File: src/rtl/ift_taint_monitor.sv
// Taint observer for IFT-instrumented cells: tracks taint state, sticky label union and
// tainted-cycle count, and logs taint changes to an event FIFO. Option macro: IFT_MON_DATA_EN.
module ift_taint_monitor #(
    parameter int TAINT_W = 32,
    parameter int CNT_W   = 16,
    parameter int DEPTH   = 8,
`ifdef IFT_MON_DATA_EN
    localparam int EV_W   = CNT_W + TAINT_W + 1
`else
    localparam int EV_W   = CNT_W + TAINT_W
`endif
) (
    input  logic               clk,
    input  logic               rst,
    input  logic               clear,
    input  logic               in_valid,
    input  logic               in_data,
    input  logic [TAINT_W-1:0] in_t,
    output logic               ev_valid,
    input  logic               ev_ready,
    output logic [EV_W-1:0]    ev_data,
    output logic [TAINT_W-1:0] sticky_t,
    output logic [CNT_W-1:0]   taint_cycles,
    output logic [CNT_W-1:0]   first_cycle,
    output logic [1:0]         state,
    output logic               overflow
);

    localparam int AW = $clog2(DEPTH);

    typedef enum logic [1:0] {
        IDLE    = 2'd0,
        TAINTED = 2'd1,
        CLEANED = 2'd2
    } state_e;

    state_e             state_r;
    state_e             state_nxt_s;
    logic [CNT_W-1:0]   stamp_r;
    logic [CNT_W-1:0]   stamp_nxt_s;
    logic [TAINT_W-1:0] prev_t_r;
    logic [TAINT_W-1:0] sticky_r;
    logic [CNT_W-1:0]   taint_cycles_r;
    logic [CNT_W-1:0]   taint_cycles_nxt_s;
    logic [CNT_W-1:0]   first_cycle_r;
    logic               overflow_r;
    logic               taint_nz_s;
    logic               event_s;
    logic [EV_W-1:0]    entry_s;

    logic [EV_W-1:0]    mem_r [DEPTH];
    logic [AW:0]        wr_ptr_r;
    logic [AW:0]        rd_ptr_r;
    logic [AW:0]        wr_nxt_s;
    logic [AW:0]        rd_nxt_s;
    logic               ev_valid_r;
    logic               ev_valid_nxt_s;
    logic [EV_W-1:0]    ev_data_r;
    logic [EV_W-1:0]    ev_data_nxt_s;
    logic               full_s;
    logic               push_s;
    logic               pop_s;
    logic               drop_s;

    assign taint_nz_s = |in_t;

`ifdef IFT_MON_DATA_EN
    logic prev_data_r;

    // A data flip on an already-tainted output is also worth logging.
    assign event_s = in_valid && !clear &&
                     ((in_t != prev_t_r) || (taint_nz_s && (in_data != prev_data_r)));
    assign entry_s = {stamp_r, in_t, in_data};

    // Last sampled cell value, compared against the next sample.
    always_ff @(posedge clk or posedge rst) begin
        if (rst) begin
            prev_data_r <= 1'b0;
        end else if (clear) begin
            prev_data_r <= 1'b0;
        end else if (in_valid) begin
            prev_data_r <= in_data;
        end
    end
`else
    logic unused_data_s;

    assign unused_data_s = in_data;
    assign event_s       = in_valid && !clear && (in_t != prev_t_r);
    assign entry_s       = {stamp_r, in_t};
`endif

    // Next-state for the taint FSM; it only moves on valid samples.
    always_comb begin
        state_nxt_s = state_r;
        if (in_valid) begin
            case (state_r)
                IDLE:    if (taint_nz_s) state_nxt_s = TAINTED; else state_nxt_s = IDLE;
                TAINTED: if (taint_nz_s) state_nxt_s = TAINTED; else state_nxt_s = CLEANED;
                CLEANED: if (taint_nz_s) state_nxt_s = TAINTED; else state_nxt_s = CLEANED;
                default: state_nxt_s = IDLE;
            endcase
        end else begin
            state_nxt_s = state_r;
        end
    end

    // Saturating increments for the sample stamp and tainted-cycle counter.
    always_comb begin
        stamp_nxt_s        = stamp_r;
        taint_cycles_nxt_s = taint_cycles_r;
        if (stamp_r != {CNT_W{1'b1}}) begin
            stamp_nxt_s = stamp_r + CNT_W'(1);
        end else begin
            stamp_nxt_s = stamp_r;
        end
        if (taint_nz_s && (taint_cycles_r != {CNT_W{1'b1}})) begin
            taint_cycles_nxt_s = taint_cycles_r + CNT_W'(1);
        end else begin
            taint_cycles_nxt_s = taint_cycles_r;
        end
    end

    // Status registers; clear wins over a same-cycle sample.
    always_ff @(posedge clk or posedge rst) begin
        if (rst) begin
            state_r        <= IDLE;
            stamp_r        <= {CNT_W{1'b0}};
            prev_t_r       <= {TAINT_W{1'b0}};
            sticky_r       <= {TAINT_W{1'b0}};
            taint_cycles_r <= {CNT_W{1'b0}};
            first_cycle_r  <= {CNT_W{1'b0}};
            overflow_r     <= 1'b0;
        end else if (clear) begin
            state_r        <= IDLE;
            stamp_r        <= {CNT_W{1'b0}};
            prev_t_r       <= {TAINT_W{1'b0}};
            sticky_r       <= {TAINT_W{1'b0}};
            taint_cycles_r <= {CNT_W{1'b0}};
            first_cycle_r  <= {CNT_W{1'b0}};
            overflow_r     <= 1'b0;
        end else begin
            if (in_valid) begin
                state_r        <= state_nxt_s;
                stamp_r        <= stamp_nxt_s;
                prev_t_r       <= in_t;
                sticky_r       <= sticky_r | in_t;
                taint_cycles_r <= taint_cycles_nxt_s;
                if ((state_r == IDLE) && taint_nz_s) begin
                    first_cycle_r <= stamp_r;
                end
            end
            if (drop_s) begin
                overflow_r <= 1'b1;
            end
        end
    end

    assign full_s = (wr_ptr_r[AW] != rd_ptr_r[AW]) && (wr_ptr_r[AW-1:0] == rd_ptr_r[AW-1:0]);
    assign pop_s  = ev_valid_r && ev_ready;
    assign push_s = event_s && (!full_s || pop_s);
    assign drop_s = event_s && !push_s;

    // Next FIFO pointers and the registered head; a push into the slot that
    // becomes the head bypasses storage so ev_valid rises one edge after the push.
    always_comb begin
        wr_nxt_s       = wr_ptr_r + {{AW{1'b0}}, push_s};
        rd_nxt_s       = rd_ptr_r + {{AW{1'b0}}, pop_s};
        ev_valid_nxt_s = (wr_nxt_s != rd_nxt_s);
        if (push_s && (wr_ptr_r[AW-1:0] == rd_nxt_s[AW-1:0])) begin
            ev_data_nxt_s = entry_s;
        end else begin
            ev_data_nxt_s = mem_r[rd_nxt_s[AW-1:0]];
        end
    end

    // FIFO pointers and head register.
    always_ff @(posedge clk or posedge rst) begin
        if (rst) begin
            wr_ptr_r   <= {(AW+1){1'b0}};
            rd_ptr_r   <= {(AW+1){1'b0}};
            ev_valid_r <= 1'b0;
            ev_data_r  <= {EV_W{1'b0}};
        end else if (clear) begin
            wr_ptr_r   <= {(AW+1){1'b0}};
            rd_ptr_r   <= {(AW+1){1'b0}};
            ev_valid_r <= 1'b0;
            ev_data_r  <= {EV_W{1'b0}};
        end else begin
            wr_ptr_r   <= wr_nxt_s;
            rd_ptr_r   <= rd_nxt_s;
            ev_valid_r <= ev_valid_nxt_s;
            ev_data_r  <= ev_data_nxt_s;
        end
    end

    // Event storage; contents are only visible through the head register.
    always_ff @(posedge clk) begin
        if (push_s) begin
            mem_r[wr_ptr_r[AW-1:0]] <= entry_s;
        end
    end

    assign ev_valid     = ev_valid_r;
    assign ev_data      = ev_data_r;
    assign sticky_t     = sticky_r;
    assign taint_cycles = taint_cycles_r;
    assign first_cycle  = first_cycle_r;
    assign state        = state_r;
    assign overflow     = overflow_r;

endmodule

File: config.mk
export PLATFORM = sky130hd
export DESIGN_NAME = ift_taint_monitor
export DESIGN_NICKNAME = d
export VERILOG_FILES = /design/src/rtl/ift_taint_monitor.sv
export SDC_FILE = /design/constraint.sdc
export NUM_CORES = 1
export LEC_CHECK = 0
export BUFFER_PORTS_ARGS = -buffer_cell sky130_fd_sc_hd__clkbuf_2
export CAP_MARGIN = 0
export CORE_MARGIN = 1
export CORE_UTILIZATION = 60
export CTS_CLUSTER_DIAMETER = 200
export CTS_CLUSTER_SIZE = 12
export DETAILED_ROUTE_END_ITERATION = 8
export PLACE_DENSITY = 0.75
export SETUP_SLACK_MARGIN = 0.2
export SLEW_MARGIN = 15
export SYNTH_ARGS = -nofsm -noshare
export SYNTH_HDL_FRONTEND = slang
export SYNTH_SLANG_ARGS = --single-unit
export TNS_END_PERCENT = 30
File: constraint.sdc
create_clock -name clk -period 8.5 [get_ports clk]
set_input_delay 0.425 -clock clk [delete_from_list [all_inputs] [get_ports clk]]
set_output_delay 0.425 -clock clk [all_outputs]
set_load 0.02 [all_outputs]
==> reports/metrics.json <==
{
  "count_of_final_hold_check_violations": {"value": 0},
  "holdCritStartpoint": {"value": "clear"},
  "crit_start": {"value": "ev_valid"},
  "cell_breakdown_of_the_critical_path": {"value": "and2_1, ha_4, ha_4, xor2_1, a2111oi_4, and2_4, o31ai_1"},
  "worst-path-max-fanout": {"value": 48},
  "worst_path_largest_cell_delay": {"value": 0.81, "unit": "ns"},
  "grt_start_max_net_pins": {"value": 107},
  "synth_xor_xnor_area_share": {"value": 2.78, "unit": "%"},
  "post-place-ws": {"value": 5.06, "unit": "ns"},
  "synth-main-ff-cell": {"value": "sky130_fd_sc_hd__edfxtp_1"},
  "postCtsHoldBufs": {"value": 1},
  "ios": {"value": 154},
  "port_buffers": {"value": 152},
  "yosys-mux-area-fraction": {"value": 14.1, "unit": "%"},
  "post-route-drc-count": {"value": 0},
  "final-setup-viol-count": {"value": 0},
  "crit_arrival": {"value": 3.70, "unit": "ns"},
  "synth-adder-area-share": {"value": 0.448, "unit": "%"},
  "route.final.wire_length": {"value": 47500, "unit": "microns"},
  "timing.max_cap.violations": {"value": 0},
  "worst-endpoint-required": {"value": 8.90, "unit": "ns"},
  "die_h": {"value": 195, "unit": "microns"},
  "finalClockSkew": {"value": 0.0133, "unit": "ns"},
  "share_of_final_layout_standard_cells_stronger_than_drive_strength_1": {"value": 24.6, "unit": "%"},
  "synth-compound-area-share": {"value": 3.45, "unit": "%"},
  "clk_pin_slew": {"value": 0.06, "unit": "ns"},
  "area.growth.synth_to_final": {"value": 12.4, "unit": "%"},
  "timing_worst_slew_pin_value": {"value": 1.14, "unit": "ns"},
  "period_minus_slack": {"value": 3.30, "unit": "ns"},
  "seq_area": {"value": 0.0158, "unit": "sq mm"},
  "status": {"value": "complete, no violations"},
  "timing.fmax": {"value": 303, "unit": "MHz"},
  "quantity_of_gates_resized_following_cts": {"value": 0},
  "syn-instance-count": {"value": 1293},
  "mappedNetlistNets": {"value": 1339},
  "syn_area": {"value": 0.0224, "unit": "sq mm"},
  "synth.distinct_cells": {"value": 46},
  "synth-seq-cells": {"value": 556},
  "groute.usage.overall": {"value": 25.7, "unit": "%"},
  "tritoncts_clock_tree": {"value": "done"},
  "initialDrtViolationCount": {"value": 1117},
  "fin_ws": {"value": 5.20, "unit": "ns"},
  "timing.final.max_slew_violations": {"value": 0},
  "fin_setup_tns": {"value": 0, "unit": "ns"},
  "root_buffer": {"value": "sky130_fd_sc_hd__clkbuf_16"},
  "path_class": {"value": "reg2reg"},
  "cpMostUsedCell": {"value": "sky130_fd_sc_hd__ha_4"},
  "mean_syn_cell_area": {"value": 17.3, "unit": "sq um"},
  "wire_per_inst": {"value": 24.3, "unit": "microns"},
  "layout.nets": {"value": 1487},
  "cpLargestDelayFamily": {"value": "simple AND/OR/NAND/NOR gates"},
  "dp_hpwl": {"value": 25600, "unit": "microns"},
  "power_density": {"value": 231, "unit": "mW/mm^2"},
  "viasPerCell": {"value": 6.21},
  "critical-path-slowest-cell": {"value": "sky130_fd_sc_hd__and2_4"},
  "setup.worst_path.start_class": {"value": "register"},
  "tritoncts.num_buffers": {"value": 52},
  "synthesis.yosys.warnings": {"value": 0},
  "antenna_left": {"value": 0},
  "synth-edff-count": {"value": 384},
  "leakage": {"value": 0.00893, "unit": "uW"},
  "drt_pre_antenna_iters": {"value": 7},
  "clock_sink_count": {"value": 556},
  "post_synth_and_or_nand_nor_area_fraction": {"value": 6.74, "unit": "%"},
  "gpl.final_weighted_congestion": {"value": 0.740},
  "rsz_0062_raised_after_global_routing": {"value": "false"},
  "synth-async-reset-ratio": {"value": 30.9, "unit": "%"},
  "first_global_vias": {"value": 12400},
  "row_count": {"value": 70},
  "cp-end-kind": {"value": "register"},
  "fillers": {"value": 2405},
  "initial_core_util": {"value": 61.1, "unit": "%"},
  "postCtsSetupBuffers": {"value": 0},
  "worst_slew_margin_rel": {"value": 23.3, "unit": "%"},
  "cp.buffers_inverters": {"value": 0},
  "htree_num_levels": {"value": 2},
  "wire_length_of_the_first_global_routing_pass": {"value": 73800, "unit": "microns"},
  "vdd_ir_drop_max": {"value": 176, "unit": "uV"},
  "die_width": {"value": 195, "unit": "microns"},
  "rr_startpoint": {"value": "ev_valid"},
  "ctsLongestPathBuffers": {"value": 3},
  "seq_area_frac_synth": {"value": 70.8, "unit": "%"},
  "layout.core_utilization": {"value": 68.7, "unit": "%"},
  "vias": {"value": 12100},
  "holdCritPathClass": {"value": "in2reg"},
  "fp.coreArea": {"value": 0.0366, "unit": "sq mm"},
  "grt_antenna_before_repair": {"value": 0},
  "clock_latency": {"value": 0.57, "unit": "ns"},
  "post-route-period-util": {"value": 38.9, "unit": "%"},
  "gr-total-overflow": {"value": 0},
  "largest_family_of_logic_cells_by_synthesized_area": {"value": "multiplexers"},
  "floorplan.die_area": {"value": 0.0380, "unit": "sq mm"},
  "diodes": {"value": 0},
  "multi_input_area": {"value": 0.00624, "unit": "sq mm"}
}
## sequential cells by signal, indices dropped and copies added (netlist names), 2 cells and up
| signal | flops |
|---|---|
| state | 2 |
| ev_data | 48 |
| stamp_r | 16 |
| first_cycle | 16 |
| prev_t_r | 32 |
| mem_r | 384 |
| wr_ptr_r | 4 |
| taint_cycles | 16 |
| sticky_t | 32 |
| rd_ptr_r | 4 |
## cell usage after synthesis (17+ instances only)
master,number,share of area [%]
sky130_fd_sc_hd__edfxtp_1,384,52
sky130_fd_sc_hd__dfrtp_1,172,19
sky130_fd_sc_hd__nor2_1,125,2.1
sky130_fd_sc_hd__mux2i_1,98,4.4
sky130_fd_sc_hd__mux4_2,96,9.7
sky130_fd_sc_hd__xnor2_1,54,2.1
sky130_fd_sc_hd__clkbuf_1,52,0.87
sky130_fd_sc_hd__nand4b_1,48,1.9
sky130_fd_sc_hd__a21oi_1,38,0.85
sky130_fd_sc_hd__o31ai_1,28,0.94
sky130_fd_sc_hd__nand2_1,20,0.34
sky130_fd_sc_hd__o31ai_2,20,1.1
sky130_fd_sc_hd__nand4_1,19,0.53
sky130_fd_sc_hd__xor2_1,17,0.67
## metal layers
metal | global-route usage, % | wire [microns] | up-vias
met2 | 40.8 | 23000 | 496
met5 | 0 | 0 | -
met3 | 4.40 | 3580 | 77
met4 | 7.32 | 993 | 0
met1 | 37.5 | 19900 | 6233
li1 | - | - | 5327
## logic make-up after synthesis
| logic type | Yosys count |
|---|---|
| flops | 556 |
| simple gates | 279 |
| mux | 194 |
| compound gates | 100 |
| buf+inv | 85 |
| xor+xnor | 71 |
| fa+ha+maj | 8 |
## cell usage in the layout (no fill, tap or decap), types with 5 or more instances in the layout
cell type | synthesis | routed
sky130_fd_sc_hd__o31ai_1 | 28 | 28
sky130_fd_sc_hd__or3_1 | 5 | 5
sky130_fd_sc_hd__clkbuf_2 | 0 | 150
sky130_fd_sc_hd__nand2_1 | 20 | 19
sky130_fd_sc_hd__ha_1 | 8 | 6
sky130_fd_sc_hd__dfrtp_1 | 172 | 172
sky130_fd_sc_hd__nand4_1 | 19 | 19
sky130_fd_sc_hd__xnor2_1 | 54 | 54
sky130_fd_sc_hd__xor2_1 | 17 | 16
sky130_fd_sc_hd__a21oi_1 | 38 | 38
sky130_fd_sc_hd__nor4_1 | 16 | 15
sky130_fd_sc_hd__nor2_1 | 125 | 124
sky130_fd_sc_hd__nand3_1 | 11 | 11
sky130_fd_sc_hd__nor3_1 | 11 | 10
sky130_fd_sc_hd__clkbuf_1 | 52 | 42
sky130_fd_sc_hd__o21ai_0 | 5 | 5
sky130_fd_sc_hd__mux2i_1 | 98 | 98
sky130_fd_sc_hd__o31ai_2 | 20 | 20
sky130_fd_sc_hd__buf_4 | 2 | 23
sky130_fd_sc_hd__nor2b_1 | 5 | 5
sky130_fd_sc_hd__edfxtp_1 | 384 | 384
sky130_fd_sc_hd__mux4_2 | 96 | 96
sky130_fd_sc_hd__clkbuf_16 | 0 | 53
sky130_fd_sc_hd__nand4b_1 | 48 | 48
## stage by stage
stage | power, uW | cells | hold WS (ns) | area, sq um
2_1_floorplan | 3550 | 1293 | 0.508 | 22400
3_3_place_gp | 3730 | 1854 | 0.475 | 23600
3_5_place_dp | 3740 | 1854 | 0.484 | 23600
4_1_cts | 5850 | 1953 | 0.216 | 25100
5_1_grt | 5990 | 1953 | 0.266 | 25100
6_report | 5800 | 1953 | 0.251 | 25100
## power breakdown
part           internal (uW)  switching (uW)  leakage (uW)
logic                    279             391       0.00250
registers               2970            37.5       0.00571
clock network           1170             949      0.000716
total                   4420            1380       0.00893
## layout make-up
type | instances | area share, %
flip-flops and latches | 556 | 63.0
repair buffers | 175 | 3.76
multi-input cells | 652 | 24.8
inverters | 4 | 0.0896
well taps | 468 | 2.33
clock inverters | 3 | 0.105
clock buffers | 95 | 5.90
## worst paths after layout
kind,depth (start not counted),slack (ns),end
max in group asynchronous,4,6.52,first_cycle[7]
hold / removal,2,0.25,sticky_t[7]
setup / recovery,7,5.20,ev_data[26]
setup reg to reg,7,5.20,ev_data[26]
min in group asynchronous,3,0.51,sticky_t[6]
hold reg to reg,2,0.49,sticky_t[7]
Power figures use the tool's default switching activity.
